<file path="src/rtl/ram_fifo_pkg.sv">
// rtl/ram_fifo_pkg.sv - shared types and sizing helpers for the RAM-backed FIFO controller
package ram_fifo_pkg;

    typedef enum logic [1:0] {
        OP_IDLE  = 2'd0,
        OP_READ  = 2'd1,
        OP_WRITE = 2'd2
    } port_op_t;

    // Count spans RAM words plus the in-flight read and the output register.
    localparam int COUNT_EXTRA_BITS = 2;

    function automatic int depth_of(input int addr_width);
        return 1 << addr_width;
    endfunction

    function automatic int count_width(input int addr_width);
        return addr_width + COUNT_EXTRA_BITS;
    endfunction

endpackage

</file>
<file path="src/rtl/ram_fifo_ptr.sv">
// rtl/ram_fifo_ptr.sv - wrap-around RAM address pointer with increment enable
module ram_fifo_ptr #(
    parameter int ADDR_WIDTH = 8
) (
    input  logic                  clk,
    input  logic                  rst_n,
    input  logic                  en,
    output logic [ADDR_WIDTH-1:0] ptr
);

    always_ff @(posedge clk or negedge rst_n) begin
        if (!rst_n) begin
            ptr <= '0;
        end else if (en) begin
            ptr <= ptr + ADDR_WIDTH'(1);
        end
    end

endmodule

</file>
<file path="src/rtl/ram_fifo_ctrl.sv">
// rtl/ram_fifo_ctrl.sv - valid/ready FIFO controller driving a single-port synchronous RAM
module ram_fifo_ctrl
    import ram_fifo_pkg::*;
#(
    parameter int DATA_WIDTH = 8,
    parameter int ADDR_WIDTH = 8
) (
    input  logic                                Clk,
    input  logic                                Reset_n,
    input  logic                                PushValid,
    output logic                                PushReady,
    input  logic [DATA_WIDTH-1:0]               PushData,
    output logic                                PopValid,
    input  logic                                PopReady,
    output logic [DATA_WIDTH-1:0]               PopData,
    output logic [count_width(ADDR_WIDTH)-1:0]  Count,
    output logic                                Full,
    output logic                                Empty,
    output logic [ADDR_WIDTH-1:0]               RamAddr,
    output logic                                RamWrite,
    output logic [DATA_WIDTH-1:0]               RamInput,
    input  logic [DATA_WIDTH-1:0]               RamOutput
);

    localparam int MEM_W = ADDR_WIDTH + 1;
    localparam int CNT_W = count_width(ADDR_WIDTH);
    localparam logic [MEM_W-1:0] MEM_FULL = MEM_W'(depth_of(ADDR_WIDTH));

    logic [ADDR_WIDTH-1:0] wr_ptr;
    logic [ADDR_WIDTH-1:0] rd_ptr;
    logic [MEM_W-1:0]      mem_count;
    logic                  rd_pending;
    logic                  pop;
    logic                  push;
    logic                  read_issue;
    port_op_t              port_op;

    assign pop  = PopValid && PopReady;
    // A read may only start when the output register will be free by the time data lands.
    assign read_issue = !rd_pending && (mem_count != '0) && (!PopValid || pop);
    assign PushReady  = !Full && !read_issue && Reset_n;
    assign push       = PushValid && PushReady;

    always_comb begin
        port_op = OP_IDLE;
        if (read_issue) begin
            port_op = OP_READ;
        end else if (push) begin
            port_op = OP_WRITE;
        end
    end

    assign RamWrite = (port_op == OP_WRITE);
    assign RamAddr  = (port_op == OP_READ) ? rd_ptr : wr_ptr;
    assign RamInput = PushData;

    ram_fifo_ptr #(.ADDR_WIDTH(ADDR_WIDTH)) u_rd_ptr (
        .clk   (Clk),
        .rst_n (Reset_n),
        .en    (read_issue),
        .ptr   (rd_ptr)
    );

    ram_fifo_ptr #(.ADDR_WIDTH(ADDR_WIDTH)) u_wr_ptr (
        .clk   (Clk),
        .rst_n (Reset_n),
        .en    (push),
        .ptr   (wr_ptr)
    );

    // Read and write are exclusive on the port, so mem_count moves by at most one.
    always_ff @(posedge Clk or negedge Reset_n) begin
        if (!Reset_n) begin
            mem_count <= '0;
        end else if (read_issue) begin
            mem_count <= mem_count - MEM_W'(1);
        end else if (push) begin
            mem_count <= mem_count + MEM_W'(1);
        end
    end

    always_ff @(posedge Clk or negedge Reset_n) begin
        if (!Reset_n) begin
            rd_pending <= 1'b0;
            PopValid   <= 1'b0;
            PopData    <= '0;
        end else begin
            rd_pending <= read_issue;
            if (rd_pending) begin
                PopValid <= 1'b1;
                PopData  <= RamOutput;
            end else if (pop) begin
                PopValid <= 1'b0;
            end
        end
    end

    assign Full  = (mem_count == MEM_FULL);
    assign Count = CNT_W'(mem_count) + CNT_W'(rd_pending) + CNT_W'(PopValid);
    assign Empty = (Count == '0);

endmodule

</file>
<file path="config.mk">
export PLATFORM = sky130hd
export DESIGN_NAME = ram_fifo_ctrl
export DESIGN_NICKNAME = d
export VERILOG_FILES = /design/src/rtl/ram_fifo_pkg.sv /design/src/rtl/ram_fifo_ptr.sv /design/src/rtl/ram_fifo_ctrl.sv
export SDC_FILE = /design/constraint.sdc
export NUM_CORES = 1
export LEC_CHECK = 0
export ABC_AREA = 1
export BUFFER_PORTS_ARGS = -buffer_cell sky130_fd_sc_hd__buf_2
export CAP_MARGIN = 20
export CORE_MARGIN = 10
export CORE_UTILIZATION = 51
export DETAILED_ROUTE_END_ITERATION = 12
export PLACE_DENSITY_LB_ADDON = 0.12
export SLEW_MARGIN = 20
export SYNTH_ARGS = -nofsm -noshare
export SYNTH_HDL_FRONTEND = slang
export SYNTH_SLANG_ARGS = --single-unit
export TNS_END_PERCENT = 50
</file>
<file path="constraint.sdc">
create_clock -name Clk -period 4.2 [get_ports Clk]
set_input_delay 0.42 -clock Clk [delete_from_list [all_inputs] [get_ports Clk]]
set_output_delay 0.42 -clock Clk [all_outputs]
set_load 0.005 [all_outputs]
</file>
Word level (Yosys, flattened, before mapping)
Cells that the tools add are included.
{ "word_totals": {"reg_bits": 35, "in_bits": 20, "word_cells": 37} }
{ "op_classes": {"addsub": 6, "eq_ne": 3, "mux": 7, "n_reduce_logical": 15} }
{ "ops": {"columns": ["cell", "n"], "rows": [
  ["two-way mux 9 bit", 2],
  ["adder 8 x 1 -> 8 bit (second input constant)", 2],
  ["adder 10 x 1 -> 10 bit", 1],
  ["adder 9 x 1 -> 10 bit", 1],
  ["zero test 10 bit", 1],
  ["adder 9 x 1 -> 9 bit (second input constant)", 1],
  ["equality test 9 bit (second input constant)", 1],
  ["nonzero test 9 bit", 1],
  ["subtractor 9 x 1 -> 9 bit (second input constant)", 1],
  ["two-way mux 8 bit", 1],
  ["logical AND 1 bit", 6],
  ["zero test 1 bit", 4],
  ["two-way mux 2 bit", 2],
  ["nonzero test 2 bit", 2],
  ["equality test 2 x 1 -> 1 bit (second input constant)", 1],
  ["equality test 2 bit (second input constant)", 1],
  ["two-way mux 1 bit", 2],
  ["logical OR 1 bit", 1]
]} }

Depth between registers and ports, before layout
Gate-level depths: netlist (run 1).
{ "depth": {"word_depth": 11, "depth_mapped": 18, "ltp_nobuf": 16} }

Cells and area by module
Synthesis (run 1) repeated with hierarchy kept, for this count alone.
{ "unflattened": {"cells_unflattened": 309, "area_unflattened_um2": 2396.0} }
{ "by_module_without_submodules": {"columns": ["module", "instances", "cells_each", "area_per_inst_um2"], "rows": [
  ["ram_fifo_ctrl", 1, 229, 1645.3],
  ["ram_fifo_ptr", 2, 40, 375.4]
]} }

Least setup slack after synthesis (run 1)
Ideal clock, no wire load.
{ "synth_path": {"path_type": "flip-flop to flip-flop", "start": "reg mem_count[0]", "end": "reg mem_count[6]", "arrival_ns": 2.132, "required_time_ns": 4.082, "setup_slack_ns": 1.950, "stages_incl_launch_ff": 17, "period_less_slack_ns": 2.250, "cell_sequence": "dfrtp_1 nor2_1 nand2_1 nor2_4 nand2_2 nand2_2 buf_8 inv_4 buf_6 ha_1 a21oi_1 nand2_1 nand2_1 nand2_1 xor2_1 nand2_1 nand2_1"} }
{ "synth_via": {"elab_chain_len": 8, "elab_cells_between_ends": 14, "cone_classes": "2 x add/sub; 1 x eq/ne; 2 x mux; 9 x reduce/logical"} }
{ "synth_lines": {"columns": ["element", "line", "source"], "rows": [
  ["start: declaration", "ram_fifo_ctrl.sv:31", "logic [MEM_W-1:0] mem_count;"],
  ["start signal: assignment", "ram_fifo_ctrl.sv:76", "mem_count <= mem_count - MEM_W'(1);"],
  ["start signal: assignment", "ram_fifo_ctrl.sv:78", "mem_count <= mem_count + MEM_W'(1);"],
  ["nonzero test 9 bit *", "ram_fifo_ctrl.sv:40", "assign read_issue = !rd_pending && (mem_count != '0) && (!PopValid || pop);"],
  ["logical AND 1 bit * (2 in a row)", "ram_fifo_ctrl.sv:40", null],
  ["via read_issue", "ram_fifo_ctrl.sv:35", "logic read_issue;"],
  ["zero test 1 bit", "ram_fifo_ctrl.sv:41", "assign PushReady = !Full && !read_issue && Reset_n;"],
  ["logical AND 1 bit (2 in a row)", "ram_fifo_ctrl.sv:41", null],
  ["logical AND 1 bit", "ram_fifo_ctrl.sv:42", "assign push = PushValid && PushReady;"],
  ["nonzero test 2 bit (no line)", null, null]
]} }
The timed path passes the listed nets; every way through them passes the cells marked *. The select of a mux whose other input is x is not followed.
A chain may end at the register's enable or synchronous reset.

Final worst setup path (run 1)
{ "layout_path": {"start": "reg rd_pending", "end": "out Empty"} }
{ "layout_via": {"elab_chain_len": 3} }
{ "layout_lines": {"columns": ["element", "line", "source"], "rows": [
  ["start: declaration", "ram_fifo_ctrl.sv:32", "logic rd_pending;"],
  ["start signal: assignment", "ram_fifo_ctrl.sv:88", "rd_pending <= read_issue;"],
  ["adder 9 x 1 -> 10 bit", "ram_fifo_ctrl.sv:99", "assign Count = CNT_W'(mem_count) + CNT_W'(rd_pending) + CNT_W'(PopValid);"],
  ["adder 10 x 1 -> 10 bit", "ram_fifo_ctrl.sv:99", null],
  ["zero test 10 bit", "ram_fifo_ctrl.sv:100", "assign Empty = (Count == '0);"],
  ["end: declaration", "ram_fifo_ctrl.sv:18", "output logic Empty,"]
]} }
Every way passes these cells.

==> impl_metrics.py, run 1 <==
metrics = {
    "detailed_routing": {
        "wl_per_cell_um": 12.9,
        "drtAntennaViolNets": 0,
        "wl_um": 5250,
        "vias_per_cell": 5.02,
        "drc": 0,
        "drt_iter0_drc": 88,
        "vias": 2038,
        "detail_route.first_pass.iterations": 4,
    },
    "layout": {
        "nets": 384,
        "fillers": 450,
        "syn_to_final_growth_pct": 10.9,
        "multi_input_area_mm2": 0.00125,
        "drive_gt1_share_pct": 22.2,
        "regArea_um2": 876,
        "final_common_cell": "nand2_1",
        "final_cell_mix": "nand2_1, buf_2, inv_1",
        "antenna_cells": 0,
    },
    "cts": {
        "clk_latency_ns": 0.28,
        "clk_pin_slew_ns": 0.07,
        "clock-root-buffer": "clkbuf_8",
        "tritoncts": "yes",
        "post_cts_buffers": 0,
        "cts_num_sinks": 35,
        "cts_buffers": 5,
        "cts_hold_buf": 0,
        "cts_max_level": 2,
        "clock_path_buffers": 2,
        "cts_resized": 0,
    },
    "critical_path": {
        "cp_max_fo": 10,
        "endpoint_kind": "output port",
        "critPathSlowestCell": "dfrtp_1",
        "path_cells": "fa_1 > ha_1 > or2_2 > nor3_1 > nand3b_1 > nor2_1 > buf_2",
        "cp-start-kind": "flip-flop",
        "cp.required_ns": 3.78,
        "slowest_delay_ns": 0.55,
        "cp.arrival_ns": 2.34,
        "path_class": "reg -> out",
    },
    "global_routing": {
        "grt_max_degree": 38,
        "grt_pass1_wl_um": 8960,
        "grt_pass1_vias": 1987,
        "grt.total_usage_pct": 14.2,
        "antenna_found_initial": 0,
        "grt-ovfl-total": 0,
    },
    "die": {
        "fp.dieArea_mm2": 0.00793,
        "fp.coreArea_mm2": 0.00466,
        "die_w_um": 89.1,
        "die_y_um": 89.1,
        "pin_count": 59,
        "initial_core_util_pct": 52.2,
        "rows": 25,
    },
    "sta": {
        "fmax_mhz": 363,
        "finClkSkew_ns": 0.00558,
        "slew_violations": 0,
        "setup_viol": 0,
        "setup_tns_ns": 0,
        "finalCritPeriodShare_pct": 65.7,
        "worst_slew_pin_slew_ns": 0.542,
        "hold_viol": 0,
        "maxSlewHeadroom_pct": 63.7,
        "rsz0062_at_grt": "false",
        "period_minus_slack_ns": 2.76,
    },
    "synth": {
        "synth_cells": 316,
        "synthFlopType": "dfrtp_1",
        "synth_fp_nets": 348,
        "synthTopCellsByArea": "dfrtp_1, nand2_1, inv_1",
        "synth_top_area_share_pct": 36.0,
        "synth_largest_area_cell": "dfrtp_1",
        "yosys_warnings": 0,
        "ys_ff_latch": 35,
        "synth_edf_count": 0,
        "synth_area_mm2": 0.00243,
        "ys_seq_area_share_pct": 36.0,
        "async_reset_ff_share_pct": 100,
        "synth.avg_cell_area_um2": 7.70,
        "ys_types": 30,
    },
    "outcome": {
        "status": "finished clean",
    },
    "place": {
        "dpl.hpwl_um": 4000,
        "gp_congestion": 0.795,
        "port_buffers": 42,
    },
    "power": {
        "power_uw": 2300,
        "ir_drop_mv": 0.435,
        "leakage_uw": 0.00146,
        "power_density_mw_per_mm2": 853,
    },
    "flow_run": {
        "drv_cap": 0,
    },
    "hold_path": {
        "hold_path.class": "in -> async",
    },
}
cells by family (layout without fill, tap and decap cells):
family          after synthesis  in the layout  share of synthesized area (%)
simple gates                157            157                           27.2
buf+inv                      59             95                           12.4
flops                        35             35                           36.0
compound gates               24             24                           6.27
xor+xnor                     21             21                           7.56
fa+ha+maj                    12             12                           6.79
mux                           8              8                           3.70
sequential cells by signal, indices dropped and copies added (netlist names):
| register | count |
|---|---|
| u_rd_ptr.ptr | 8 |
| u_wr_ptr.ptr | 8 |
| PopValid | 1 |
| PopData | 8 |
| rd_pending | 1 |
| mem_count | 9 |
per-stage QoR:
stage	instances	cell area, um^2	utilization [%]	worst slack (ns)	hold WS [ns]
floorplan	316	2430	-	1.95	0.124
global placement	399	2600	55.7	1.51	0.481
detailed placement	399	2600	55.7	1.47	0.485
CTS	406	2700	57.9	1.40	0.188
global route	406	2700	57.9	1.11	0.195
finish	406	2700	57.9	1.44	0.174
path summary, 6_finish.rpt:
kind	from	endpoint	slack (ns)	depth (start not counted)
min in group Clk	RamOutput[6]	PopData[6]	0.36	2
max in group asynchronous	Reset_n	u_rd_ptr.ptr[1]	3.69	2
worst max register to register	mem_count[1]	mem_count[6]	1.46	14
worst min register to register	u_rd_ptr.ptr[2]	u_rd_ptr.ptr[2]	0.50	1
worst max-delay path	rd_pending	Empty	1.44	7
worst min-delay path	Reset_n	PopData[3]	0.17	2
synth_stat cells (2+ instances only):
library cell,number
o21ai_2,7
dfrtp_1,35
inv_2,2
mux2_2,8
inv_1,40
buf_4,8
buf_6,4
nor3_1,7
fa_1,2
o21ai_0,2
nand4_1,2
ha_1,10
nor2_1,13
xor2_1,17
nand2_1,101
nand2_2,5
nand3_1,25
xnor2_1,4
o21ai_1,8
a21oi_1,5
buf_2,2
metal layers:
metal | global-route usage (%) | part of all wire (%) | vias up
met5 | 0 | 0 | -
met4 | 4.48 | 1.3 | 0
met2 | 24.5 | 48 | 39
met1 | 16.5 | 45 | 937
li1 | - | - | 1056
met3 | 4.10 | 5.9 | 6
report_power, final:
group / internal, uW / switching [uW] / leakage (uW)
clock network: 174 / 118 / 0.0000513
logic: 562 / 770 / 0.000975
registers: 492 / 187 / 0.000433
total: 1230 / 1070 / 0.00146
critical path: cells and delay by family, from the launching register on:
kind | cells | cell delay (ns)
simple gates | 4 | 0.63
fa+ha+maj | 2 | 0.77
buf+inv | 1 | 0.11
flops | 1 | 0.55
final cells by class:
class                           count  share of cell area, %
Clock inverter                      1                   1.11
Inverter                           44                   6.40
Timing Repair Buffer               44                   8.34
Tap cell                           54                   2.50
Clock buffer                        6                   2.69
Multi-Input combinational cell    222                   46.5
Sequential cell                    35                   32.5
Power figures use the tool's default switching activity.
==> run 2, diff against run 1 <==
CORE_UTILIZATION = 49   (was 51)
clock period = 2.5 ns   (was 4.2 ns; I/O delays follow)
==> run 2 against run 1 <==
Final cell count is 5.2% higher. Global-route usage decreased by 0.43 points. Clock power grew 110%. Wire length up 7.8%. Utilization up 1.6 points. Setup slack worse by 1.3 ns. Clock-buffer cell count down 1. Critical endpoint is now RamWrite.
==> impl_metrics.py, run 2 (synthesis gave the netlist of run 1 again) <==
metrics = {
    "cts": {
        "tritoncts": "yes",
        "clock_path_buffers": 2,
        "cts_num_sinks": 35,
        "cts_max_level": 2,
        "clk_pin_slew_ns": 0.08,
        "clk_latency_ns": 0.30,
        "clock-root-buffer": "clkbuf_8",
        "cts_buffers": 5,
    },
    "die": {
        "initial_core_util_pct": 51.2,
        "rows": 25,
        "fp.dieArea_mm2": 0.00819,
        "die_w_um": 90.5,
        "die_y_um": 90.5,
        "fp.coreArea_mm2": 0.00475,
        "pin_count": 59,
    },
    "sta": {
        "worst_slew_pin_slew_ns": 0.446,
        "finClkSkew_ns": 0.00933,
        "finalCritPeriodShare_pct": 95.1,
        "setup_tns_ns": 0,
        "hold_slack_ns": 0.182,
        "rsz0062_at_grt": "true",
        "hold_viol": 0,
        "fmax_mhz": 421,
        "slew_violations": 0,
        "period_minus_slack_ns": 2.38,
        "maxSlewHeadroom_pct": 70.3,
        "setup_viol": 0,
    },
    "critical_path": {
        "critPathTopFamily": "simple AND/OR/NAND/NOR gates",
        "slowest_delay_ns": 0.43,
        "cp.depth": 10,
        "critPathBufInv": 4,
        "critPathSlowestCell": "dfrtp_2",
        "path_cells": "buf_4 > nor2_1 > nand2_1 > nor2_4 > nand2_2 > nand2_2 > buf_4 > nand3_1 > clkinv_4 > buf_2",
        "path_class": "reg -> out",
        "cp_max_fo": 28,
        "rr_worst_depth": 16,
        "cp-start-kind": "flip-flop",
        "r2r-end": "mem_count[8]",
        "cp.required_ns": 2.25,
        "rrSetupSlack_ns": 0.21,
        "rr_startpoint": "mem_count[0]",
        "endpoint_kind": "output port",
        "cp.arrival_ns": 2.13,
    },
    "flow_run": {
        "drv_cap": 0,
    },
    "detailed_routing": {
        "vias_per_cell": 4.76,
        "wl_um": 5660,
        "drt_iter0_drc": 84,
        "wl_per_cell_um": 13.3,
        "vias": 2033,
        "detail_route.first_pass.iterations": 4,
        "drc": 0,
        "drtAntennaViolNets": 0,
    },
    "layout": {
        "antenna_cells": 0,
        "final_common_cell": "nand2_1",
        "nets": 391,
        "final_cell_mix": "nand2_1, buf_2, inv_1",
        "fillers": 447,
        "postLayoutCellArea_mm2": 0.00283,
        "syn_to_final_growth_pct": 16.2,
        "drive_gt1_share_pct": 25.3,
        "largest_register_ffs": 9,
        "top_register": "mem_count",
        "final_cells": 427,
    },
    "hold_path": {
        "min_from": "RamOutput[2]",
        "hold_depth": 2,
        "min_to": "PopData[2]",
        "hold_path.class": "in -> reg",
    },
    "outcome": {
        "status": "finished clean",
    },
    "global_routing": {
        "grt_max_degree": 29,
        "grt-ovfl-total": 0,
        "grt_pass1_wl_um": 9310,
        "grt_pass1_vias": 1904,
        "antenna_found_initial": 0,
        "grt.total_usage_pct": 13.7,
    },
    "power": {
        "leakage_uw": 0.00150,
        "power_density_mw_per_mm2": 1480,
        "power_uw": 4180,
        "ir_drop_mv": 0.622,
    },
    "place": {
        "gp_congestion": 0.820,
        "place_inst": 416,
        "placed_area_mm2": 0.00264,
        "dpl.hpwl_um": 4310,
        "port_buffers": 42,
    },
}
[run 2: layout make-up]
type / instances / area (um^2) / area share, %
Inverter: 44 / 173 / 6.11
Clock inverter: 3 / 67.6 / 2.39
Multi-Input combinational cell: 222 / 1280 / 45.2
Sequential cell: 35 / 877 / 31.0
Clock buffer: 5 / 68.8 / 2.43
Tap cell: 67 / 83.8 / 2.96
Timing Repair Buffer: 51 / 280 / 9.91
[run 2: worst max path at each step]
stage | to | slack [ns] | from
after floorplan | mem_count[6] | 0.25 | mem_count[0]
after global placement | Empty | 0.27 | mem_count[0]
after detailed placement | Empty | 0.23 | mem_count[0]
after CTS | Empty | 0.004 | PopValid
after global routing | RamWrite | -0.02 | mem_count[0]
final | RamWrite | 0.12 | mem_count[0]
[run 2: power breakdown]
part | leakage, uW | total (uW) | switching [uW] | internal [uW]
Combinational | 0.00101 | 2470 | 1430 | 1040
Clock | 0.0000644 | 621 | 223 | 398
Sequential | 0.000432 | 1090 | 264 | 829
[run 2: per-stage QoR]
step / util [%] / setup WS [ns]
2_1_floorplan: - / 0.250
3_3_place_gp: 55.6 / 0.266
3_5_place_dp: 55.6 / 0.226
4_1_cts: 59.1 / 0.00403
5_1_grt: 59.5 / -0.0238
6_report: 59.5 / 0.124
[run 2: metal layers]
| layer | part of all wire (%) | GRT usage, % | wire length (um) | vias up |
|---|---|---|---|---|
| met2 | 49 | 23.4 | 2780 | 41 |
| met3 | 4.9 | 4.16 | 278 | 3 |
| met5 | 0 | 0 | 0 | - |
| met4 | 0.48 | 3.98 | 27 | 0 |
| met1 | 45 | 16.1 | 2570 | 924 |
| li1 | - | - | - | 1065 |
[run 2: repair_timing]
item | 4_1_cts | 5_1_grt
pin swaps | 0 | 3
gates resized for setup | 2 | 3
endpoints found under the setup margin | 1 | 2
endpoints found under the hold margin | 11 | 0
hold buffers | 1 | 0
gates cloned | 0 | 0
buffers inserted | 2 | 0
==> run 3, diff against run 2 <==
ABC_AREA = unset   (was 1)
CORE_UTILIZATION = 48   (was 49)
==> run 3 against run 2 <==
The run now ends with negative setup slack left. Die area is 5.8% lower. Clock power down 18%. Critical path depth down 1. Via count down 13%. Synthesized cell count is 38% lower.
==> impl_metrics.py, run 3 <==
metrics = {
    "critical_path": {
        "critPathSlowestCell": "or4_4",
        "rr_startpoint": "mem_count[7]",
        "cp.arrival_ns": 3.23,
        "path_class": "reg -> reg",
        "slowest_delay_ns": 0.53,
        "endpoint_kind": "flip-flop",
        "rrSetupSlack_ns": -0.52,
        "r2r-end": "mem_count[8]",
        "cp-start-kind": "flip-flop",
        "critPathTopFamily": "compound AO/OA/AOI/OAI gates",
        "crit_start": "mem_count[7]",
        "cp.depth": 9,
        "path_cells": "or4_4 > or3_4 > o21a_4 > fa_2 > a211oi_2 > nor2_1 > a221oi_2 > mux2i_1 > a211oi_1",
        "critPathBufInv": 0,
        "cp_max_fo": 7,
        "rr_worst_depth": 9,
        "critPathCapture": "mem_count[8]",
        "cp.required_ns": 2.70,
    },
    "cts": {
        "clock-root-buffer": "clkbuf_8",
        "cts_buffers": 5,
        "clk_latency_ns": 0.29,
        "clk_pin_slew_ns": 0.08,
        "cts_num_sinks": 35,
        "cts_max_level": 2,
        "clock_path_buffers": 2,
        "tritoncts": "yes",
    },
    "detailed_routing": {
        "wl_per_cell_um": 17.0,
        "highest_layer": "met4",
        "wl_um": 5460,
        "wl_met2_um": 2590,
        "drt_iter0_drc": 72,
        "vias": 1767,
        "drc": 0,
        "vias_per_cell": 5.49,
        "wl_met3_um": 472,
        "detail_route.first_pass.iterations": 4,
        "wirelength_met1_um": 2280,
        "drtAntennaViolNets": 0,
    },
    "sta": {
        "finalCritPeriodShare_pct": 121,
        "hold_viol": 0,
        "finClkSkew_ns": 0.00823,
        "maxSlewHeadroom_pct": 66.5,
        "setup_viol": 19,
        "fmax_mhz": 331,
        "rsz0062_at_grt": "true",
        "slew_violations": 0,
        "worst_slew_pin_slew_ns": 0.498,
        "layout_setup_ws_ns": -0.525,
        "period_minus_slack_ns": 3.02,
    },
    "outcome": {
        "violations": "negative setup slack",
        "status": "finished, violations left",
    },
    "synth": {
        "yosys_warnings": 0,
        "synth_cells": 197,
        "synthFlopType": "dfrtp_1",
        "ys_seq_area_share_pct": 39.7,
        "synth_area_mm2": 0.00221,
        "synthTopCellsByArea": "dfrtp_1, mux2_2, xnor2_1",
        "synth_edf_count": 0,
        "synth_common_cells": "dfrtp_1, xnor2_1, mux2_2",
        "synth_top_area_share_pct": 39.7,
        "ys_types": 38,
        "synth_fp_nets": 229,
        "synth.avg_cell_area_um2": 11.2,
        "synth_most_common_cell": "dfrtp_1",
        "async_reset_ff_share_pct": 100,
        "synth_largest_area_cell": "dfrtp_1",
        "ys_ff_latch": 35,
    },
    "power": {
        "clkPwrFrac_pct": 10.5,
        "p_sw_share_pct": 38.9,
        "p_comb_share_pct": 67.8,
        "ir_drop_mv": 0.746,
        "p_int_uw": 2970,
        "power_uw": 4860,
        "power_density_mw_per_mm2": 1660,
        "leakage_uw": 0.00136,
        "p_switching_uw": 1890,
        "p_seq_share_pct": 21.7,
    },
    "layout": {
        "final_cell_mix": "buf_2, dfrtp_1, buf_4",
        "syn_to_final_growth_pct": 32.4,
        "nets": 301,
        "antenna_cells": 0,
        "fillers": 341,
        "top_register": "mem_count",
        "regArea_um2": 877,
        "final_cells": 322,
        "fin_util_pct": 66.2,
        "final_common_cell": "buf_2",
        "multi_input_area_mm2": 0.00134,
        "largest_register_ffs": 9,
        "drive_gt1_share_pct": 48.5,
    },
    "global_routing": {
        "grt-ovfl-total": 0,
        "grt_pass1_vias": 1854,
        "antenna_found_initial": 0,
        "grt_pass1_wl_um": 8770,
        "grt.total_usage_pct": 14.3,
        "grt_max_degree": 26,
    },
    "place": {
        "dpl.hpwl_um": 4120,
        "gp_congestion": 0.864,
        "dp_slack_ns": -0.507,
        "port_buffers": 42,
        "place_inst": 307,
    },
    "die": {
        "die_w_um": 87.8,
        "fp.coreArea_mm2": 0.00441,
        "fp.dieArea_mm2": 0.00771,
        "die_y_um": 87.8,
        "pin_count": 59,
        "rows": 24,
        "initial_core_util_pct": 50.0,
    },
    "flow_run": {
        "drv_cap": 0,
    },
    "hold_path": {
        "hold_path.class": "in -> reg",
    },
}
-- run 3: cell count changes after synthesis, moves of 9 or more --
| cell | delta |
|---|---|
| nand2_1 | -92 |
| inv_1 | -37 |
| nand3_1 | -20 |
| xnor2_1 | +18 |
| xor2_1 | -12 |
| mux2_2 | +10 |
| nand4_1 | +9 |
-- run 3: layout make-up --
type                       count  area share [%]
timing repair buffer          79            17.8
tap                           52            2.23
multi-input combinational    145            45.7
inverter                       3           0.385
clock buffer                   5            2.35
clock inverter                 3            1.50
sequential                    35            30.0
-- run 3: metrics by stage --
stage | hold slack (ns) | cell area [um^2] | setup TNS, ns
after floorplan | -0.0456 | 2280 | -3.76
after global placement | 0.144 | 2670 | -1.79
after detailed placement | 0.158 | 2670 | -2.28
after CTS | 0.174 | 2890 | -4.40
after global routing | 0.176 | 2920 | -6.33
final | 0.186 | 2920 | -4.84
-- run 3: repair_timing --
item / CTS / global route
hold buffers: 1 / 0
setup buffers: 4 / 2
pin swaps: 12 / 7
gates resized for setup: 12 / 4
hold endpoints to repair: 10 / 0
endpoints found under the setup margin: 19 / 19
-- run 3: kinds of logic after synthesis --
logic type | Yosys count | synth area share [%]
buf+inv | 17 | 4.99
flops | 35 | 39.7
mux | 26 | 14.4
compound gates | 29 | 10.0
xor+xnor | 27 | 10.7
simple gates | 51 | 12.7
fa+ha+maj | 12 | 7.48
-- run 3: worst min path at each step --
stage	slack, ns	from	cells after the start	end
2_1_floorplan	-0.05	Reset_n	0	PopData[0]
3_3_place_gp	0.14	Reset_n	1	rd_pending
3_5_place_dp	0.16	Reset_n	1	rd_pending
4_1_cts	0.17	RamOutput[6]	2	PopData[6]
5_1_grt	0.18	RamOutput[7]	2	PopData[7]
6_report	0.19	RamOutput[0]	2	PopData[0]
-- run 3: power groups by stage --
stage	Sequential [uW]	Clock (uW)	Combinational (uW)
6_report	1050	512	3290
2_1_floorplan	1100	0	1980
3_3_place_gp	1050	0	2930
4_1_cts	1060	528	3240
3_5_place_dp	1060	0	3040
5_1_grt	1090	553	3580
-- run 3: routing by layer --
layer,track usage (%),vias up
met5,0,-
met4,6.96,0
met3,5.20,18
met2,22.5,58
met1,16.8,845
li1,-,846
